## src/rtl/instr_store.sv

```systemverilog
// instr_store: byte-loaded instruction memory serving registered fetches to the processor.
// Ports:
//   clk, rst_n       - clock, asynchronous active-low reset
//   load_start       - one-cycle pulse beginning a full reload
//   load_valid/byte  - byte-serial load data, MSB first within each word
//   load_ready       - a byte is accepted this cycle when load_valid is also high
//   load_done        - one-cycle pulse when the last word has been written
//   words_loaded     - complete words written in the current load
//   address          - fetch address from the processor
//   instruction      - registered fetch data, forced to 0 (NOP) while loading
//   busy             - high while loading
module instr_store #(
    parameter int DEPTH  = 8,
    parameter int ADDR_W = 3,
    parameter int DATA_W = 32
) (
    input  logic              clk,
    input  logic              rst_n,
    input  logic              load_start,
    input  logic              load_valid,
    input  logic [7:0]        load_byte,
    output logic              load_ready,
    output logic              load_done,
    output logic [ADDR_W:0]   words_loaded,
    input  logic [ADDR_W-1:0] address,
    output logic [DATA_W-1:0] instruction,
    output logic              busy
);
    typedef enum logic [1:0] {IDLE, LOAD, RUN} state_t;

    localparam logic [ADDR_W-1:0] LAST = ADDR_W'(DEPTH - 1);

    state_t            state, state_nxt;
    logic [1:0]        byte_cnt;
    logic [ADDR_W-1:0] wr_ptr;
    logic [DATA_W-1:0] sh;
    logic [DATA_W-1:0] mem [DEPTH];
    logic              accept, word_done, final_word;

    assign busy       = state == LOAD;
    // A restart pulse blocks acceptance so a byte offered with it is dropped.
    assign load_ready = busy && !load_start;
    assign accept     = load_valid && load_ready;
    assign word_done  = accept && byte_cnt == 2'd3;
    assign final_word = word_done && wr_ptr == LAST;

    always_comb begin
        state_nxt = load_start ? LOAD : final_word ? RUN : state;
    end

    always_ff @(posedge clk or negedge rst_n) begin
        if (!rst_n) state <= IDLE;
        else        state <= state_nxt;
    end

    always_ff @(posedge clk or negedge rst_n) begin
        if (!rst_n) begin
            for (int i = 0; i < DEPTH; i++) mem[i] <= '0;
            byte_cnt     <= '0;
            wr_ptr       <= '0;
            words_loaded <= '0;
            sh           <= '0;
            load_done    <= 1'b0;
            instruction  <= '0;
        end else begin
            load_done   <= final_word;
            // Memory is read with the pre-edge state, so the final-byte edge still returns 0.
            instruction <= busy ? '0 : mem[address];
            if (load_start) begin
                byte_cnt     <= '0;
                wr_ptr       <= '0;
                words_loaded <= '0;
                sh           <= '0;
            end else if (accept) begin
                sh       <= {sh[DATA_W-9:0], load_byte};
                byte_cnt <= byte_cnt + 2'd1;
                if (word_done) begin
                    mem[wr_ptr]  <= {sh[DATA_W-9:0], load_byte};
                    wr_ptr       <= wr_ptr + 1'b1;
                    words_loaded <= words_loaded + 1'b1;
                end
            end
        end
    end
endmodule

```

## config.mk

```make
export PLATFORM = sky130hd
export DESIGN_NAME = instr_store
export DESIGN_NICKNAME = d
export VERILOG_FILES = /design/src/rtl/instr_store.sv
export SDC_FILE = /design/constraint.sdc
export NUM_CORES = 1
export LEC_CHECK = 0
export ABC_AREA = 1
export CAP_MARGIN = 20
export CELL_PAD_IN_SITES_DETAIL_PLACEMENT = 0
export CELL_PAD_IN_SITES_GLOBAL_PLACEMENT = 1
export CORE_UTILIZATION = 40
export DETAILED_ROUTE_END_ITERATION = 7
export GPL_ROUTABILITY_DRIVEN = 0
export PLACE_DENSITY_LB_ADDON = 0.1
export SLEW_MARGIN = 25
export SYNTH_ARGS = -nofsm -noshare
export SYNTH_HDL_FRONTEND = slang
export SYNTH_SLANG_ARGS = --single-unit
```

## constraint.sdc

```tcl
create_clock -name clk -period 1.55 [get_ports clk]
set_clock_uncertainty 0.05 [all_clocks]
set_input_delay 0.155 -clock clk [delete_from_list [all_inputs] [get_ports clk]]
set_output_delay 0.155 -clock clk [all_outputs]
set_load 0.1 [all_outputs]
```

==> results.cfg, run 1 <==
[status]
outcome = finished with violations
violations = setup timing

[placement]
pre_cts_slack_ns = -0.1915
portBuffers = 53
hpwl_um = 30210

[die]
dieArea_um2 = 39930
io-pin-count = 54
row_count = 72
die_h_um = 199.8
die_w_um = 199.8
initial_core_util_pct = 40.50
core_region_area_um2 = 38650

[synth]
ys_seq_area_share_pct = 51.79
syn_area_um2 = 15650
yosys_warnings = 0
synth_seq_cells = 324
syn_nets = 2180
syn_area_per_cell_um2 = 7.244
synth_cells = 2161
synth.distinct_cells = 17

[clock_network]
clk_pin_slew_ns = 0.06
htreeDepth = 2
cts.path.max_buffers = 3
cts.sinks = 324
cts_buffers = 39
cts_tree = built
clockRootBuffer = clkbuf_16
clock_latency_ns = 0.56

[finish]
fill_cells = 3553
drive_above_1_share_pct = 17.33
area_growth_pct = 32.74
nNetsFinal = 2263
fin_util_pct = 53.77
antennaDiodeCount = 0

[timing]
fin_ws_ns = -0.1713
slew_violations = 0
worst_pin_slew_ns = 0.5638
fin_crit_sh_pct = 111.0
setup_viol = 255
fin_crit_ns = 1.721
relSlewSlack_pct = 62.29
rsz0062_at_grt = yes
finalSetupTns_ns = -27.45
max_freq_mhz = 581.0
hold_viol_final = 0

[routing]
drt_iter0_markers = 1140
routed_wl_um = 56040
drcViolationCount = 0
drtAntennaViolNets = 0
wire_per_inst_um = 20.07
vias_per_cell = 5.087
firstDrtPassIters = 6
via_count = 14202

[job]
cap_violations = 0

[global_routing]
grt_pass1_wl_um = 83090
grt_use_met2_pct = 44.29
first_global_vias = 13436
antenna_found_initial = 1
grt_max_degree = 67
busiest_layer = met2
met3_usage_pct = 4.267
met1_usage_pct = 39.70
grt_overflow_total = 0
grt_usage_pct = 27.86

[setup_path]
cp-end-kind = flop
path_max_fanout = 7
slowest_stage = dfrtp_1
critical_path.cell_chain = ha_2 -> nand4_4 -> clkinv_8 -> buf_12 -> bufbuf_16 -> buf_4 -> nand3_1 -> nand2_1
start_kind = flop
worst-path-buf-inv = 4
cp.arrival_ns = 2.12
cp_top_family = buffers and inverters
max_stage_delay_ns = 0.39
crit_type = flop to flop
reg2reg_slack_ns = -0.17
required_ns = 1.95

[power]
p_leak_uw = 0.01077
peakVddDrop_uv = 683.9
powerDensity_nw_per_um2 = 972.9

[hold_path]
hp-class = primary input to asynchronous set/reset pin
==> worst reg2reg max path: cells and delay by family, from the launching register on <==
family	cells	cell delay, ns
buffers and inverters	4	0.65
and+or+nand+nor	3	0.28
adders and majority gates	1	0.25
DFF	1	0.39
==> Yosys cell counts (all sizes together) <==
library cell	count	area share, %
ha	4	0.32
nand2	928	22
buf	44	1.3
xnor2	1	0.056
inv	220	5.3
dfrtp	324	52
clkbuf	122	2.9
nand4	3	0.16
a21oi	2	0.064
o21ai	19	0.61
nor3	1	0.064
nand3	407	13
nor2	78	1.9
o22ai	8	0.32
==> per-layer routing <==
metal | vias to the layer above | wire (um)
met3 | 83 | 3497
met1 | 6883 | 25180
met2 | 424 | 26010
li1 | 6812 | -
met4 | 0 | 1355
met5 | - | 0
==> repair_timing <==
item / CTS / global route
hold buffers: 1 / 0
buffers inserted: 17 / 6
cloned: 9 / 19
setup endpoints to repair: 232 / 290
endpoints found under the hold margin: 324 / 0
pin swaps: 29 / 15
resized for setup: 41 / 152
==> through the flow <==
stage	total power [uW]	instances	instance area [um^2]	hold slack, ns
after floorplan	10060	2161	15810	-0.1906
after detailed placement	10950	2672	17960	0.05651
after global placement	10930	2672	17960	0.05162
after CTS	20290	2770	19840	0.03287
after global routing	21030	2792	20780	0.07720
final	20220	2792	20780	0.06520
==> registers in the layout, indices dropped and copies added, names as in the netlist <==
register,count
instruction,32
mem,256
state,2
load_done,1
byte_cnt,2
wr_ptr,3
sh,24
words_loaded,4
==> power by group <==
group          switching [uW]  internal (uW)
logic                    1340            758
registers                 224           8720
clock network            3770           5400
==> cell families after synthesis <==
group	synth area share, %
AO/OA/AOI/OAI	0.9911
XOR/XNOR	0.05596
adder cells (fa/ha/maj)	0.3197
buffers and inverters	9.480
flip-flops	51.79
AND/OR/NAND/NOR	37.36
==> path summary, 6_finish.rpt <==
kind | endpoint | start | cells past startpoint
min in group clk | instruction[24]$_DFF_PN0_ | address[2] | 4
max reg2reg | mem[219]$_DFFE_PN0P_ | byte_cnt[0]$_DFFE_PN0P_ | 8
min reg2reg | mem[25]$_DFFE_PN0P_ | mem[25]$_DFFE_PN0P_ | 2
max | mem[219]$_DFFE_PN0P_ | byte_cnt[0]$_DFFE_PN0P_ | 8
min | mem[35]$_DFFE_PN0P_ | rst_n | 2
max in group asynchronous | mem[13]$_DFFE_PN0P_ | rst_n | 3
==> cells in the final DEF, fill, tap and decap left out, drive strengths merged <==
cell type      count
o21ai             19
bufbuf             2
xnor2              1
bufinv             2
nand3            407
clkdlybuf4s50     10
nor2              78
clkinv            13
ha                 4
inv              222
dfrtp            324
nand2            930
clkbuf            67
o22ai              8
a21oi              2
buf              180
nand4              3
nor3               1
dlygate4sd3        1
==> final cells by class <==
type	instances	area [um^2]	area share, %
Multi-Input combinational cell	1453	6769	32.58
Timing Repair Buffer	206	3144	15.13
Clock inverter	17	146.4	0.7045
Inverter	220	840.8	4.046
Tap cell	518	648.1	3.119
Sequential cell	324	8108	39.02
Clock buffer	54	1122	5.401
Note: power is estimated with default switching activity, not from simulation.
==> inputs of run 2 (changes only) <==
--- a/config.mk
+++ b/config.mk
@@ -12,6 +12,7 @@
 export CORE_UTILIZATION = 40
 export DETAILED_ROUTE_END_ITERATION = 7
 export GPL_ROUTABILITY_DRIVEN = 0
+export GPL_TIMING_DRIVEN = 0
 export PLACE_DENSITY_LB_ADDON = 0.1
 export SLEW_MARGIN = 25
 export SYNTH_ARGS = -nofsm -noshare
==> run 2 against run 1 <==
  * The flow still finishes with violations (setup timing)
  * Wire length is 4.5% higher
  * Via count is 2.6% higher
  * Sequential power is 0.4% lower
  * Sequential share of layout area is 1.5 points lower
  * Hold slack worse by 0.037 ns
  * Final area is 4.1% higher
  * Critical path depth stayed put
  * Non-clock buffer count is 96 higher
  * Core utilization is 2.2 points higher
  * Setup slack better by 0.0021 ns
  * Global-route usage is 1.8 points higher
  * Critical endpoint is now mem[110]$_DFFE_PN0P_
==> results.cfg, run 2 (synthesis results as in run 1) <==
[power]
p_total_uw = 20540
p_int_uw = 15030
netSwitchingFraction_pct = 26.83
peakVddDrop_uv = 752.8
clockPowerShare_pct = 44.7
p_leak_uw = 0.01106
p_seq_share_pct = 43.4
p_switching_uw = 5511
powerDensity_nw_per_um2 = 949.7
comb_power_share_pct = 11.9

[placement]
hpwl_um = 36680
portBuffers = 43

[finish]
area_growth_pct = 38.18
largest_register_ff_count = 256
antennaDiodeCount = 0
fin_util_pct = 55.97
nNetsFinal = 2358
drive_above_1_share_pct = 27.50
regMostFlops = mem
reg.largest.list = mem x256, instruction x32, sh x24
final_common_cell = nand2_1
final_cell_mix = nand2_1 (684), nand3_1 (325), dfrtp_1 (323)

[routing]
via_count = 14576
drcViolationCount = 0
drtAntennaViolNets = 0
drt_iter0_markers = 1070
vias_per_cell = 5.058
firstDrtPassIters = 6
routed_wl_um = 58590
wire_per_inst_um = 20.33

[clock_network]
htreeDepth = 2
clockRootBuffer = clkbuf_16
clk_pin_slew_ns = 0.06
cts.sinks = 324
cts.path.max_buffers = 3
cts_tree = built
clock_latency_ns = 0.56
cts_buffers = 40

[setup_path]
crit_path_start = wr_ptr[1]$_DFFE_PN0P_
worstSetupEndpoint = mem[110]$_DFFE_PN0P_
cp-end-kind = flop
cp.arrival_ns = 2.10
required_ns = 1.93
start_kind = flop
reg2reg_depth = 8
path_max_fanout = 7
crit_type = flop to flop
r2r-end = mem[110]$_DFFE_PN0P_
reg2reg_slack_ns = -0.17
timing.rr.start = wr_ptr[1]$_DFFE_PN0P_

[status]
outcome = finished with violations
violations = setup timing

[timing]
hold_slack_ns = 0.02834
max_freq_mhz = 581.7
rsz0062_at_grt = yes
fin_crit_ns = 1.719
slew_violations = 0
hold_viol_final = 0
relSlewSlack_pct = 41.08
fin_crit_sh_pct = 110.9
setup_viol = 256
fin_ws_ns = -0.1692
worst_pin_slew_ns = 0.8838

[die]
die_w_um = 199.8
initial_core_util_pct = 40.50
core_region_area_um2 = 38650
dieArea_um2 = 39930
row_count = 72
die_h_um = 199.8
io-pin-count = 54

[hold_path]
hp-class = primary input to asynchronous set/reset pin

[global_routing]
first_global_vias = 14103
grt_max_degree = 88
grt_usage_pct = 29.61
grt_overflow_total = 0
grt_pass1_wl_um = 86400
antenna_found_initial = 0

[job]
cap_violations = 0
-- run 2: cell types whose count changed in the layout (fill, tap and decap cells not counted), moves of 36 or more --
cell	previous run	this run
buf_12	80	28
buf_4	64	28
clkbuf_1	6	50
clkbuf_2	0	36
nand2_1	835	684
nand2_2	56	201
nand3_1	390	325
nand3_2	9	72
-- run 2: per-layer routing --
layer / up-vias / global-route usage, % / routed length [um]
met2: 398 / 46.90 / 26970
met3: 122 / 4.805 / 3100
li1: 7011 / - / -
met4: 0 / 12.19 / 2273
met1: 7045 / 40.36 / 26240
met5: - / 0 / 0
-- run 2: cell type report --
type	instances	area [um^2]
buffer	161	1488
clock buffer	62	1165
clock inverter	5	75.07
fill	3639	17020
inverter	220	837.1
multi-input combinational	1451	7475
sequential	324	8109
tap	518	648.1
timing repair buffer	141	1834
-- run 2: what timing repair did --
action / CTS / global route
hold buffers: 3 / 0
setup endpoints to repair: 346 / 320
endpoints found under the hold margin: 191 / 0
cloned: 22 / 15
pin swaps: 23 / 78
setup buffers: 48 / 7
resized for setup: 655 / 259
-- run 2: worst max-delay path, cell delays in order, from the launching register on --
cell,delay [ns]
dfrtp_1,0.41
inv_1,0.10
nand2_1,0.15
nor2_4,0.17
buf_12,0.15
nand3_4,0.22
clkbuf_8,0.25
nand2_2,0.05
nand2_1,0.05
-- run 2: power groups by stage --
stage	sequential, uW	clock (uW)	combinational [uW]
6_report	8910	9190	2440
5_1_grt	8940	9640	2650
4_1_cts	8880	9330	2220
3_5_place_dp	9010	0	1880
3_3_place_gp	9030	0	1830
2_1_floorplan	9020	0	1040
-- run 2: stage by stage --
step	cells	TNS (ns)	setup WS (ns)	area [um^2]
after detailed placement	2726	-336.51	-1.303	17000
final	2882	-28.99	-0.1692	21630
after floorplan	2161	-63.73	-0.2566	15810
after global routing	2882	-47.58	-0.2474	21630
after global placement	2722	-5063.45	-14.65	16890
after CTS	2863	-29.33	-0.1865	20400
-- run 2: worst min path at each step --
stage	end	slack, ns	cells past startpoint
2_1_floorplan	byte_cnt[0]$_DFFE_PN0P_	-0.19	0
3_3_place_gp	mem[49]$_DFFE_PN0P_	0.40	2
3_5_place_dp	instruction[6]$_DFF_PN0_	0.01	1
4_1_cts	mem[168]$_DFFE_PN0P_	0.03	2
5_1_grt	instruction[6]$_DFF_PN0_	0.05	2
6_report	instruction[6]$_DFF_PN0_	0.03	2
==> RTL change 1: new RTL, config.mk and constraints of run 2 <==
Make the reset (`rst_n`) synchronous in 2 clocked blocks. Comments in the files are not updated.
--- a/src/rtl/instr_store.sv
+++ b/src/rtl/instr_store.sv
@@ -50,3 +50,3 @@
 
-    always_ff @(posedge clk or negedge rst_n) begin
+    always_ff @(posedge clk) begin
         if (!rst_n) state <= IDLE;
@@ -55,3 +55,3 @@
 
-    always_ff @(posedge clk or negedge rst_n) begin
+    always_ff @(posedge clk) begin
         if (!rst_n) begin
Formal check against the unedited RTL: differs if rst_n is asserted again (counterexample within 4 cycles, from zero or initial values and one cycle with rst_n low); with rst_n held inactive, the same outputs for 4 cycles.
==> RTL change 1 against run 2 <==
  * The run still ends with setup timing left
  * Design area fell by 11%
  * Fmax shrank 9.5%
  * Wire length decreased by 15%
  * Clock power down 3.0%
  * Power is 0.33% higher
  * Area after synthesis shrank 14%
  * Sequential cell count unchanged
  * Via count decreased by 25%
  * Setup slack lost 180 ps
  * Critical endpoint is now mem[2][25]$_SDFFCE_PN0P_
  * Cell count down 31%
  * Critical path depth shrank 1
  * Critical path type unchanged
==> RTL change 1: results <==
metrics = {
    "drt": {
        "drt_iter0_drc": 1226,
        "wl_mm": 49.9,
        "wl_per_cell_um": 25.1,
        "vias": 11000,
        "detail_route.first_pass.iterations": 6,
    },
    "logic_synthesis": {
        "synth_edf_count": 256,
        "synthArstFlopShare_pct": 0,
        "synth_commonest_cells": "nor2_1, edfxtp_1, o21ai_0",
        "synth_nets": 1361,
        "avgSynthCellArea_um2": 10.0,
        "seq_area_frac_synth_pct": 67.3,
        "synth_area_leaders": "edfxtp_1, nor2_1, dfxtp_1, o21ai_0, nand2_1",
        "yosys_warnings": 0,
        "yosysUniqueCellTypes": 22,
    },
    "clock_network": {
        "cts_root_buf": "clkbuf_16",
        "numCtsBuffers": 37,
        "ctsLongestPathBuffers": 3,
        "insertion_delay_ps": 530,
    },
    "global_route": {
        "grt_pass1_vias": 9831,
        "grt_usage_pct": 29.3,
        "grt_pass1_wl_mm": 69.4,
        "grt_max_degree": 31,
    },
    "sta": {
        "setup_viol": 540,
        "setup_ws_ps": -350,
        "max_slew_margin_pct": 32.1,
    },
    "cells_and_area": {
        "drive_above_1_share_pct": 32.4,
        "antenna_cells": 0,
        "nNetsFinal": 1535,
    },
    "place": {
        "placed_area_mm2": 0.0148,
        "dp.cells": 1834,
        "port_buffers": 50,
        "dp_slack_ps": -1120,
        "place_hpwl_mm": 26.0,
    },
    "hold_path": {
        "hp-start": "address[2]",
        "hold_path_class": "primary input to register",
    },
    "power_and_ir_drop": {
        "p_sw_mw": 5.26,
        "p_leak_nw": 6.65,
        "peakVddDrop_v": 0.000654,
    },
    "status": {
        "violations": "setup timing",
        "status": "finished, violations left",
    },
    "setup_path": {
        "cp_top_family": "buffers and inverters",
        "critPathArrivalTime_ps": 2060,
        "worst_path_max_delay_cell": "dfxtp_1",
        "worstPathMaxFanout": 8,
        "cpPeakStageDelay_ps": 360,
        "setup.worst_path.start": "byte_cnt[0]$_SDFFE_PP0P_",
    },
}
RTL change 1: metal layers:
| metal | track usage (%) | share of wire [%] | up-vias |
|---|---|---|---|
| li1 | - | - | 4919 |
| met1 | 40.8 | 41 | 5382 |
| met2 | 45.7 | 46 | 568 |
| met3 | 5.09 | 8.7 | 126 |
| met4 | 11.0 | 4.1 | 0 |
| met5 | 0 | 0 | - |
RTL change 1: worst paths after layout:
| path | endpoint | slack [ps] | cells past startpoint |
|---|---|---|---|
| worst max-delay path | mem[2][25]$_SDFFCE_PN0P_ | -350 | 7 |
| worst min-delay path | instruction[7]$_SDFF_PP0_ | 220 | 4 |
| worst max register to register | mem[2][25]$_SDFFCE_PN0P_ | -350 | 7 |
| worst min register to register | state[0]$_SDFFE_PN0P_ | 430 | 2 |
RTL change 1: cell families after synthesis:
| family | share of synthesized area, % |
|---|---|
| AOI/OAI and AO/OA | 8.11 |
| DFF | 67.3 |
| xor gates and xnor gates | 0.130 |
| and+or+nand+nor | 19.5 |
| buffers and inverters | 4.63 |
| adders and majority gates | 0.372 |
RTL change 1: tightest hold or removal path, cell delays in order:
cell and delay [ps]:
clkbuf_1 300, nand3_1 190, nand2_1 40, nor2_1 70
RTL change 1: final cells by class:
class | instances | area [µm²]
Fill cell | 2749 | 13600
Sequential cell | 324 | 9050
Multi-Input combinational cell | 904 | 5890
Timing Repair Buffer | 115 | 1490
Clock buffer | 52 | 1100
Buffer | 87 | 812
Tap cell | 442 | 553
Inverter | 47 | 176
Clock inverter | 16 | 135
RTL change 1: timing repair:
item	4_1_cts	5_1_grt
resized for setup	439	415
pin swaps	5	2
endpoints found under the hold margin	2	0
buffers inserted	41	10
setup endpoints to repair	583	573
gates cloned	34	3
hold buffers	1	0
RTL change 1: per-stage QoR:
stage	util (%)	total power, mW	setup TNS (ps)
after global placement	45.0	11.7	-425530
final	58.6	20.6	-126200
after global routing	58.6	21.1	-162130
after floorplan	-	11.1	-292960
after detailed placement	45.0	11.7	-439920
after CTS	53.7	20.5	-103730
RTL change 1: power by group through the flow:
stage	sequential (mW)	combinational [mW]	clock (mW)
6_report	9.73	1.97	8.91
5_1_grt	9.76	2.10	9.27
4_1_cts	9.73	1.86	8.94
3_5_place_dp	9.92	1.76	0
3_3_place_gp	9.91	1.75	0
2_1_floorplan	10.3	0.737	0
==> RTL change 2: new RTL, config.mk and constraints of run 2 <==
Without the edit above. The parameter `DATA_W` goes from 32 to 36.
--- a/src/rtl/instr_store.sv
+++ b/src/rtl/instr_store.sv
@@ -14,3 +14,3 @@
     parameter int ADDR_W = 3,
-    parameter int DATA_W = 32
+    parameter int DATA_W = 36
 ) (
Ports: changed (resized instruction); port bits go from 54 to 58. No check against the original RTL was run, so the function may have changed too.
==> RTL change 2 against run 2 <==
  * The run still ends with setup timing left
  * Wire length rose by 18%
  * Sequential cell count rose by 40
  * Register-to-register slack got worse by 20 ps
  * Sequential share of layout area fell by 1.3 points
  * Area after synthesis rose by 15%
  * Non-clock buffer count rose by 63
  * Power rose by 13%
  * Setup slack got worse by 34 ps
  * Design area rose by 17%
  * Largest cell class unchanged
  * Largest power group unchanged
==> RTL change 2: results <==
metrics = {
    "logic_synthesis": {
        "seq_area_frac_synth_pct": 50.5,
        "synth_commonest_cells": "nand2_1, nand3_1, dfrtp_1",
        "synth_area_leaders": "dfrtp_1, nand2_1, nand3_1, inv_1, buf_6",
        "netlist_instances": 2418,
    },
    "setup_path": {
        "cp-endpoint": "load_ready",
        "setup.worst_path.start": "state[1]$_DFFE_PN0P_",
        "rrSetupSlack_ps": -190,
    },
    "global_route": {
        "antenna_found_initial": 1,
        "grt_pass1_vias": 15800,
    },
    "status": {
        "violations": "setup timing",
        "status": "finished, violations left",
    },
    "cells_and_area": {
        "fin_cells": 3271,
        "nNonClkBuffers": 365,
        "buf_share_pct": 17.1,
        "seq_area_share_pct": 36.1,
    },
    "power_and_ir_drop": {
        "peakVddDrop_v": 0.000704,
        "p_leak_nw": 12.7,
    },
    "clock_network": {
        "numCtsBuffers": 44,
    },
    "drt": {
        "vias_per_cell": 5.20,
        "wl_mm": 68.9,
    },
    "sta": {
        "max_slew_margin_pct": 41.2,
        "setup_ws_ps": -203,
        "fin_setup_tns_ps": -33410,
        "timing.hold.ws_ps": 63.5,
        "setup_viol": 308,
    },
    "place": {
        "dp_slack_ps": -721,
        "place_hpwl_mm": 40.6,
        "placed_area_mm2": 0.0195,
    },
}
[RTL change 2: worst max-delay path: stages, from the launching register on]
cell     delay [ps]
dfrtp_1         410
inv_2            90
nand2_4          60
buf_12          130
nor2_4          100
buf_12          190
[RTL change 2: where the power goes]
group	switching, mW	internal [mW]
Sequential	0.184	9.77
Clock	4.17	6.25
Combinational	1.85	1.06
[RTL change 2: routing by layer]
metal  track usage (%)  part of all wire, %  vias up
met5                 0                    0        -
met4              8.43                  3.2        0
met3              4.77                  6.9      147
met2              43.9                   46      591
met1              38.8                   44     8347
li1                  -                    -     7918
[RTL change 2: logic make-up (layout without fill, tap and decap cells)]
family / after synthesis / after routing / share of synthesized area (%)
and+or+nand+nor: 1584 / 1587 / 37.1
buffers and inverters: 432 / 690 / 11.0
DFF: 364 / 364 / 50.5
AOI/OAI and AO/OA: 33 / 33 / 0.999
adders and majority gates: 4 / 4 / 0.278
xor gates and xnor gates: 1 / 1 / 0.0486
